==> src/rtl/reg_writeback_pkg.sv <==
// Shared types and constants for the register write-back block.
package reg_writeback_pkg;

  localparam int REG_AW      = 5;
  localparam int XLEN        = 32;
  localparam int UPPER_SHIFT = 16;

  // One register-file write request as presented on the wb_* port.
  typedef struct packed {
    logic [REG_AW-1:0] rd;
    logic [XLEN-1:0]   data;
    logic              upper;
  } wb_req_t;

  // One buffered load response.
  typedef struct packed {
    logic [REG_AW-1:0] rd;
    logic [XLEN-1:0]   data;
  } lq_entry_t;

  // Value the register file will actually hold after an upper-immediate write.
  function automatic logic [XLEN-1:0] shift_upper(input logic [XLEN-1:0] d,
                                                  input logic            up);
    return up ? {d[XLEN-UPPER_SHIFT-1:0], {UPPER_SHIFT{1'b0}}} : d;
  endfunction

endpackage

==> src/rtl/reg_wb_lq.sv <==
// Load-response queue: circular FIFO of {rd, data} with pointer pair and count.
module reg_wb_lq
  import reg_writeback_pkg::*;
#(
  parameter int LQ_DEPTH = 4,
  parameter int LQ_AW    = 2
) (
  input  logic      clk,
  input  logic      rst_n,
  input  logic      push_valid,
  output logic      push_ready,
  input  lq_entry_t push_entry,
  input  logic      pop,
  output logic      empty,
  output lq_entry_t head
);

  localparam logic [LQ_AW:0] FULL_CNT = (LQ_AW+1)'(LQ_DEPTH);

  logic [LQ_AW-1:0] wr_ptr_q, wr_ptr_d;
  logic [LQ_AW-1:0] rd_ptr_q, rd_ptr_d;
  logic [LQ_AW:0]   count_q, count_d;
  lq_entry_t        mem_q [LQ_DEPTH];
  logic             push_fire, pop_fire;

  // Ready and empty come only from registered count, never from push_valid.
  always_comb begin
    push_ready = (count_q != FULL_CNT);
    empty      = (count_q == '0);
    push_fire  = push_valid & push_ready;
    pop_fire   = pop & ~empty;
    head       = mem_q[rd_ptr_q];
  end

  // Next-state pointers and occupancy.
  always_comb begin
    wr_ptr_d = wr_ptr_q;
    rd_ptr_d = rd_ptr_q;
    count_d  = count_q;
    if (push_fire) wr_ptr_d = wr_ptr_q + LQ_AW'(1);
    if (pop_fire)  rd_ptr_d = rd_ptr_q + LQ_AW'(1);
    case ({push_fire, pop_fire})
      2'b10:   count_d = count_q + (LQ_AW+1)'(1);
      2'b01:   count_d = count_q - (LQ_AW+1)'(1);
      default: count_d = count_q;
    endcase
  end

  // Pointer/count state; reset discards all queued entries.
  always_ff @(posedge clk or negedge rst_n) begin
    if (!rst_n) begin
      wr_ptr_q <= '0;
      rd_ptr_q <= '0;
      count_q  <= '0;
    end else begin
      wr_ptr_q <= wr_ptr_d;
      rd_ptr_q <= rd_ptr_d;
      count_q  <= count_d;
    end
  end

  // Storage needs no reset: an entry is only read after it has been written.
  always_ff @(posedge clk) begin
    if (push_fire) mem_q[wr_ptr_q] <= push_entry;
  end

endmodule

==> src/rtl/reg_writeback.sv <==
// Register-file write-port master: ALU/load arbitration, load scoreboard,
// decode stall and optional forwarding. Optional feature macro: WB_BYPASS_EN
// (defined: in-flight write is forwarded; undefined: it stalls decode instead).
module reg_writeback
  import reg_writeback_pkg::*;
#(
  parameter int LQ_DEPTH = 4,
  parameter int LQ_AW    = 2
) (
  input  logic              clk,
  input  logic              rst_n,
  input  logic              alu_valid,
  input  logic [REG_AW-1:0] alu_rd,
  input  logic [XLEN-1:0]   alu_data,
  input  logic              alu_upper,
  input  logic              ld_issue_valid,
  input  logic [REG_AW-1:0] ld_issue_rd,
  input  logic              ld_resp_valid,
  output logic              ld_resp_ready,
  input  logic [REG_AW-1:0] ld_resp_rd,
  input  logic [XLEN-1:0]   ld_resp_data,
  input  logic [REG_AW-1:0] q_rs0,
  input  logic [REG_AW-1:0] q_rs1,
  input  logic [REG_AW-1:0] q_rd,
  output logic              stall,
  output logic [REG_AW-1:0] wb_waddr,
  output logic [XLEN-1:0]   wb_wdata,
  output logic              wb_wren,
  output logic              wb_is_upper,
  output logic              fwd_valid,
  output logic [REG_AW-1:0] fwd_addr,
  output logic [XLEN-1:0]   fwd_data
);

  // Load responses use valid/ready: a response transfers on a rising clk edge
  // where ld_resp_valid & ld_resp_ready; the source holds rd/data stable while
  // valid is high and not yet accepted. ALU results have no backpressure.

  lq_entry_t resp_entry, lq_head;
  logic      lq_empty, lq_pop;
  wb_req_t   wb_q, wb_d;
  logic      wb_wren_q, wb_wren_d;
  logic [31:0] pending_q, pending_d;
  logic      stall_sb;

  assign resp_entry.rd   = ld_resp_rd;
  assign resp_entry.data = ld_resp_data;

  reg_wb_lq #(
    .LQ_DEPTH (LQ_DEPTH),
    .LQ_AW    (LQ_AW)
  ) u_lq (
    .clk        (clk),
    .rst_n      (rst_n),
    .push_valid (ld_resp_valid),
    .push_ready (ld_resp_ready),
    .push_entry (resp_entry),
    .pop        (lq_pop),
    .empty      (lq_empty),
    .head       (lq_head)
  );

  // Arbitrate the write port: ALU first, else drain one queued load; x0 never written.
  always_comb begin
    wb_d      = wb_q;
    wb_wren_d = 1'b0;
    lq_pop    = 1'b0;
    if (alu_valid) begin
      wb_d.rd    = alu_rd;
      wb_d.data  = alu_data;
      wb_d.upper = alu_upper;
      wb_wren_d  = (alu_rd != '0);
    end else if (!lq_empty) begin
      lq_pop     = 1'b1;
      wb_d.rd    = lq_head.rd;
      wb_d.data  = lq_head.data;
      wb_d.upper = 1'b0;
      wb_wren_d  = (lq_head.rd != '0);
    end
  end

  // Scoreboard update: a pop clears its rd, a same-cycle issue to that rd re-sets it.
  always_comb begin
    pending_d = pending_q;
    if (lq_pop) pending_d[lq_head.rd] = 1'b0;
    if (ld_issue_valid && (ld_issue_rd != '0)) pending_d[ld_issue_rd] = 1'b1;
    pending_d[0] = 1'b0;
  end

  // Registered write port and scoreboard.
  always_ff @(posedge clk or negedge rst_n) begin
    if (!rst_n) begin
      wb_q      <= '0;
      wb_wren_q <= 1'b0;
      pending_q <= '0;
    end else begin
      wb_q      <= wb_d;
      wb_wren_q <= wb_wren_d;
      pending_q <= pending_d;
    end
  end

  assign wb_waddr    = wb_q.rd;
  assign wb_wdata    = wb_q.data;
  assign wb_wren     = wb_wren_q;
  assign wb_is_upper = wb_q.upper;

  // Decode stall from outstanding loads (RAW on sources, WAW on destination).
  always_comb begin
    stall_sb = ((q_rs0 != '0) & pending_q[q_rs0]) |
               ((q_rs1 != '0) & pending_q[q_rs1]) |
               ((q_rd  != '0) & pending_q[q_rd]);
  end

`ifdef WB_BYPASS_EN
  // In-flight write is forwarded to decode, so it never causes a stall.
  always_comb begin
    stall     = stall_sb;
    fwd_valid = wb_wren_q;
    fwd_addr  = wb_q.rd;
    fwd_data  = shift_upper(wb_q.data, wb_q.upper);
  end
`else
  // Without forwarding, a source being written this cycle is not yet readable.
  always_comb begin
    stall     = stall_sb |
                (wb_wren_q & (wb_q.rd != '0) &
                 ((wb_q.rd == q_rs0) | (wb_q.rd == q_rs1)));
    fwd_valid = 1'b0;
    fwd_addr  = '0;
    fwd_data  = '0;
  end
`endif

endmodule

==> config.mk <==
export PLATFORM = sky130hd
export DESIGN_NAME = reg_writeback
export DESIGN_NICKNAME = d
export VERILOG_FILES = /design/src/rtl/reg_writeback_pkg.sv /design/src/rtl/reg_wb_lq.sv /design/src/rtl/reg_writeback.sv
export SDC_FILE = /design/constraint.sdc
export NUM_CORES = 1
export LEC_CHECK = 0
export ABC_CLOCK_PERIOD_IN_PS = 3400
export CORE_MARGIN = 3
export CORE_UTILIZATION = 35
export CTS_CLUSTER_DIAMETER = 60
export CTS_CLUSTER_SIZE = 28
export DETAILED_ROUTE_END_ITERATION = 7
export GPL_ROUTABILITY_DRIVEN = 0
export SYNTH_ARGS = -nofsm -noshare
export SYNTH_HDL_FRONTEND = slang
export SYNTH_SLANG_ARGS = --single-unit
==> constraint.sdc <==
create_clock -name clk -period 3.4 [get_ports clk]
set_clock_uncertainty 0.2 [all_clocks]
set_input_delay 1.02 -clock clk [delete_from_list [all_inputs] [get_ports clk]]
set_output_delay 1.02 -clock clk [all_outputs]
set_load 0.005 [all_outputs]
# Yosys cells after proc, flatten, opt, wreduce, memory -nomap -nowiden
# Memory sizes are Yosys's and may differ from the RTL's.
# Index checks and enable logic that the tools add are counted.
dict set report word_totals {
  ff_bits 77
  mem_bits_rw 148
  out_inout_bits 79
  n_memories 1
}
dict set report classes {
  n_addsub 4
  n_lt_le_gt_ge 7
  eq_ne 6
  n_mux 21
  n_bitwise 15
  reduce_logical 12
}
# name depth word_bits rd rd_clocked_by_memory_dff wr line_no
set memory_table {}
lappend memory_table {u_lq.mem_q 4 37 1 0 1 reg_wb_lq.sv:23} ;# lq_entry_t mem_q [LQ_DEPTH];
# operator n
set op_table {}
lappend op_table {{$mux W38} 2}
lappend op_table {{$mux W32} 2}
lappend op_table {{$reduce_bool A5 Y1} 7}
lappend op_table {{$and A32 B32 Y32} 1}
lappend op_table {{$not A32 Y32} 1}
lappend op_table {{$or A32 B32 Y32} 1}
lappend op_table {{$lt A5 B6 Y1 const B} 5}
lappend op_table {{$bmux W1 S5} 3}
lappend op_table {{$mux W1} 11}
lappend op_table {{$demux W1 S5} 2}
lappend op_table {{$eq A5 B5 Y1} 2}
lappend op_table {{$ge A5 B1 Y1 const B} 2}
lappend op_table {{$and A1 B1 Y1} 7}
lappend op_table {{$pmux W3 S2} 1}
lappend op_table {{$add A2 B1 Y2 const B} 2}
lappend op_table {{$or A1 B1 Y1} 4}
lappend op_table {{$add A3 B1 Y3 const B} 1}
lappend op_table {{$logic_and A1 B1 Y1} 3}
lappend op_table {{$logic_not A3 Y1} 1}
lappend op_table {{$ne A3 B3 Y1 const B} 1}
lappend op_table {{$sub A3 B1 Y3 const B} 1}
lappend op_table {{$eq A2 B1 Y1 const B} 1}
lappend op_table {{$eq A2 B2 Y1 const B} 1}
lappend op_table {{$ne A2 B2 Y1 const B} 1}
lappend op_table {{2 further kinds} 2}

# Logic depth before layout (Yosys ltp)
# Gate-level depths: netlist of run 1.
# An unclocked memory read counts as a cell.
dict set report depth {
  depth_word 10
  depth_mapped 10
}

# Modules after synthesis
# A second synthesis of run 1 with hierarchy kept.
dict set report unflattened {
  hier_cells 664
  hier_area_um2 10153.5
}
# mod instances cells_each area_each_um2 seq_area_each_um2
set by_module_without_submodules {}
lappend by_module_without_submodules {reg_wb_lq 1 230 5751.8 4619.4}
lappend by_module_without_submodules {reg_writeback 1 434 4401.7 1751.7}

# Worst setup path after synthesis of run 1
# No wires, ideal clock.
dict set report synth_timing {
  path_kind {input port to output port}
  from {input q_rs0[1]}
  to {output stall}
  t_arrival_ns 2.411
  t_required_ns 2.180
  path_slack_ns -0.231
  path_stages 5
  n_path_buf 1
  cell_sequence {buf_2 > mux4_4 > a21oi_2 > o311ai_1 > or4_1}
}
dict set report synth_between {
  elab_chain_len 6
  elab_cells_between_ends 10
  cone_classes {1 x eq/ne; 2 x mux; 6 x bitwise; 1 x reduce/logical}
}
# element line_no
set synth_rtl {}
lappend synth_rtl {{start: declaration} reg_writeback.sv:22} ;# input logic [REG_AW-1:0] q_rs0,
lappend synth_rtl {{$bmux W1 S5} reg_writeback.sv:110} ;# stall_sb = ((q_rs0 != '0) & pending_q[q_rs0]) |
lappend synth_rtl {{$mux W1 (not written as such)} reg_writeback.sv:110}
lappend synth_rtl {{$and A1 B1 Y1} reg_writeback.sv:110}
lappend synth_rtl {{$or A1 B1 Y1} reg_writeback.sv:110}
lappend synth_rtl {{$or A1 B1 Y1} reg_writeback.sv:111} ;# ((q_rs1 != '0) & pending_q[q_rs1]) |
lappend synth_rtl {{$or A1 B1 Y1 (*)} reg_writeback.sv:126} ;# stall = stall_sb |
lappend synth_rtl {{end: declaration} reg_writeback.sv:25} ;# output logic stall,
# Every way passes the cells marked *; elsewhere a longest branch is shown, timed or not. The select of a mux whose other input is x is not followed.

# Worst setup path in the final report of run 1
dict set report layout_timing {
  from {input q_rs0[0]}
  to {output stall}
}
# The elaborated chain is that of the path after synthesis.

==> results.sh, run 1 <==
export IMPL_status="finished with violations"
export IMPL_violations="negative setup slack"
export IMPL_fin_util=0.4599
export IMPL_synth_most_common_cell="edfxtp_1"
export IMPL_drt_iter0_drc=459
export IMPL_area_growth_pct=28.03
export IMPL_rows=61
export IMPL_worst_setup_path_end_kind="primary output"
export IMPL_arrival_ns=2.62
export IMPL_tns_ns=-0.4400
export IMPL_synth_async_reset_ratio=0.3422
export IMPL_fin_crit_sh=1.129
export IMPL_num_antenna_cells=0
export IMPL_crit_chain="buf_6, buf_6, mux4_2, o21ai_1, nand4_1, or4_1, buf_2"
export IMPL_r2r_slack_ns=0.91
export IMPL_die_x_um=176.0
export IMPL_synth_seq_cells=225
export IMPL_ys_seq_area_frac=0.6298
export IMPL_cts_hold_buf=0
export IMPL_cts_buffers=18
export IMPL_final_layout_size_suffix_gt1_frac=0.1984
export IMPL_grt_pass1_wl_um=37410
export IMPL_cp_num_buf_inv=3
export IMPL_vias_per_cell=5.021
export IMPL_layout_min_cycle_time_ns=3.840
export IMPL_io_buffers=140
export IMPL_grt_use_total=0.1527
export IMPL_clock_latency_ns=0.51
export IMPL_slew_headroom=0.6320
export IMPL_cp_max_fo=8
export IMPL_vias=6351
export IMPL_die_h_um=176.0
export IMPL_first_global_vias=6451
export IMPL_yosys_top_cells_area="edfxtp_1 44%, dfrtp_1 19%, mux4_2 9.8%"
export IMPL_crit_path_start_kind="input pin"
export IMPL_synth_edff_count=148
export IMPL_finalSetupViolCount=1
export IMPL_drt_wl_total_um=24280
export IMPL_slowest_delay_ns=0.51
export IMPL_ir_drop_mv=0.3624
export IMPL_rsz0062_at_grt="true"
export IMPL_cts_tree="done"
export IMPL_synth_area_um2=10120
export IMPL_clock_sinks=225
export IMPL_pre_cts_ws_ns=-1.294
export IMPL_design_area_um2=12950
export IMPL_core_area_um2=28160
export IMPL_synthFlopType="edfxtp_1"
export IMPL_hold_class="in -> async"
export IMPL_fin_ws_ns=-0.4400
export IMPL_cap_violations=0
export IMPL_clk_path_buf_depth=3
export IMPL_drv_slew=0
export IMPL_drc=0
export IMPL_synthCells=688
export IMPL_fillers=2489
export IMPL_dp_cells=1228
export IMPL_post_drt_wl_per_cell_um=19.19
export IMPL_yosys_warnings=0
export IMPL_worst_path_stages=7
export IMPL_syn_avg_cell_area_um2=14.70
export IMPL_fmax_mhz=260.4
export IMPL_grt_max_degree=61
export IMPL_crit_top_cell="buf_6"
export IMPL_num_io_pins=179
export IMPL_first_pass_iters=7
export IMPL_nNetsFinal=981
export IMPL_reg2regPathDepth=4
export IMPL_yosys_cell_types_count=53
export IMPL_antenna_found_initial=2
export IMPL_synthTopCellsByCount="148 x edfxtp_1, 77 x dfrtp_1, 66 x o21ai_0"
export IMPL_worstPathRequired_ns=2.18
export IMPL_leakagePower_nw=4.810
export IMPL_htree_levels=1
export IMPL_crit_path_top_delay_cell="mux4_2"
export IMPL_final_antenna_net_count=0
export IMPL_placed_area_um2=12160
export IMPL_cts_reportedPaths_clkPinSlew_ns=0.10
export IMPL_pwr_density_cell_nw_per_um2=764.6
export IMPL_final_hold_viol_count=0
export IMPL_synth_largest_area_cell="edfxtp_1"
export IMPL_root_buffer="clkbuf_16"
export IMPL_r2r_start="u_lq.rd_ptr_q[0]"
export IMPL_start_util=0.3592
export IMPL_stdcell_count=1265
export IMPL_worst_pin_slew_ns=0.5520
export IMPL_hpwl_um=16860
export IMPL_critPathTopFamily="simple AND/OR/NAND/NOR gates"
export IMPL_critPathKind="in -> out"
export IMPL_grt_ovfl_total=0
export IMPL_r2r_end="pending_q[18]"
export IMPL_synth_top_area_share=0.4393
export IMPL_die_area_um2=30980
[flip-flops by register name, indices dropped and copies added (netlist names)]
signal	count
u_lq.mem_q	148
wb_wdata	32
pending_q	31
wb_waddr	5
u_lq.count_q	3
u_lq.rd_ptr_q	2
u_lq.wr_ptr_q	2
wb_is_upper	1
wb_wren	1
[through the flow]
stage / power (mW) / hold slack (ns)
2_1_floorplan: 6.092 / 0.2733
3_3_place_gp: 7.632 / 0.2606
3_5_place_dp: 7.653 / 0.2710
4_1_cts: 10.03 / 0.2362
5_1_grt: 10.52 / 0.2395
6_report: 9.902 / 0.2456
[per-layer routing]
metal	vias up	global-route usage	wire length, um
li1	2922	-	-
met1	3171	0.2127	10810
met2	223	0.2434	11300
met3	31	0.04065	1766
met4	4	0.03134	359
met5	-	0	40
[worst reg2reg max path: stages, from the launching register on]
cell,delay (ns)
dfrtp_2,0.70
mux4_2,0.66
nand3b_1,0.44
o21ai_1,0.24
o21ai_0,0.11
[cell usage in the layout, fill, tap and decap left out, types with 34 or more instances in the layout]
cell type          n
o21ai_0           65
clkdlybuf4s50_1  123
mux4_2            44
dfrtp_1           75
nand2_1           49
conb_1            38
edfxtp_1         148
mux2i_1           56
buf_4             54
o21ai_1           34
[how the worst max path moves through the flow]
stage                     startpoint     to
after floorplan             q_rs0[1]  stall
after global placement       q_rd[0]  stall
after detailed placement     q_rd[0]  stall
after CTS                   q_rs0[1]  stall
after global routing        q_rs0[0]  stall
final                       q_rs0[0]  stall
[repair_timing]
item	in CTS	in global routing
resized for setup	59	14
setup buffers	0	3
endpoints found under the setup margin	1	1
gates cloned	0	2
pin swaps	9	4
[report_power, final]
part / internal [mW] / leakage, nW / total (mW) / switching [mW]
logic: 1.74 / 2.21 / 3.27 / 1.53
registers: 3.75 / 2.27 / 4.31 / 0.557
clock network: 1.14 / 0.327 / 2.32 / 1.18
[cells by family (layout without fill, tap and decap cells)]
group | after synthesis | count (layout) | synth area share
AOI/OAI and AO/OA | 130 | 130 | 0.07557
xor gates and xnor gates | 16 | 16 | 0.01385
adders and majority gates | 6 | 6 | 0.008163
buffers and inverters | 85 | 247 | 0.05022
DFF | 225 | 225 | 0.6298
muxes | 105 | 105 | 0.1617
other | 1 | 38 | 0.0003707
and+or+nand+nor | 120 | 120 | 0.06036
[final cells by class]
class | instances | area, um2 | share of cell area
repair buffers | 203 | 1926 | 0.1487
clock buffers | 19 | 475.5 | 0.03671
multi-input cells | 415 | 3428 | 0.2647
inverters | 12 | 45.04 | 0.003478
well taps | 378 | 473.0 | 0.03652
clock inverters | 13 | 230.2 | 0.01778
flip-flops and latches | 225 | 6374 | 0.4921
No activity file was read; power rests on OpenSTA's default activity.
==> run 2, diff against run 1 <==
- TNS_END_PERCENT: default -> 50
==> results of run 2 <==
Same layout as run 1: the final DEF is identical, and so are final timing and power.
==> run 3, diff against run 2 <==
- GPL_ROUTABILITY_DRIVEN: 0 -> default
==> results of run 3 <==
Same layout as run 1: the final DEF is identical, and so are final timing and power.
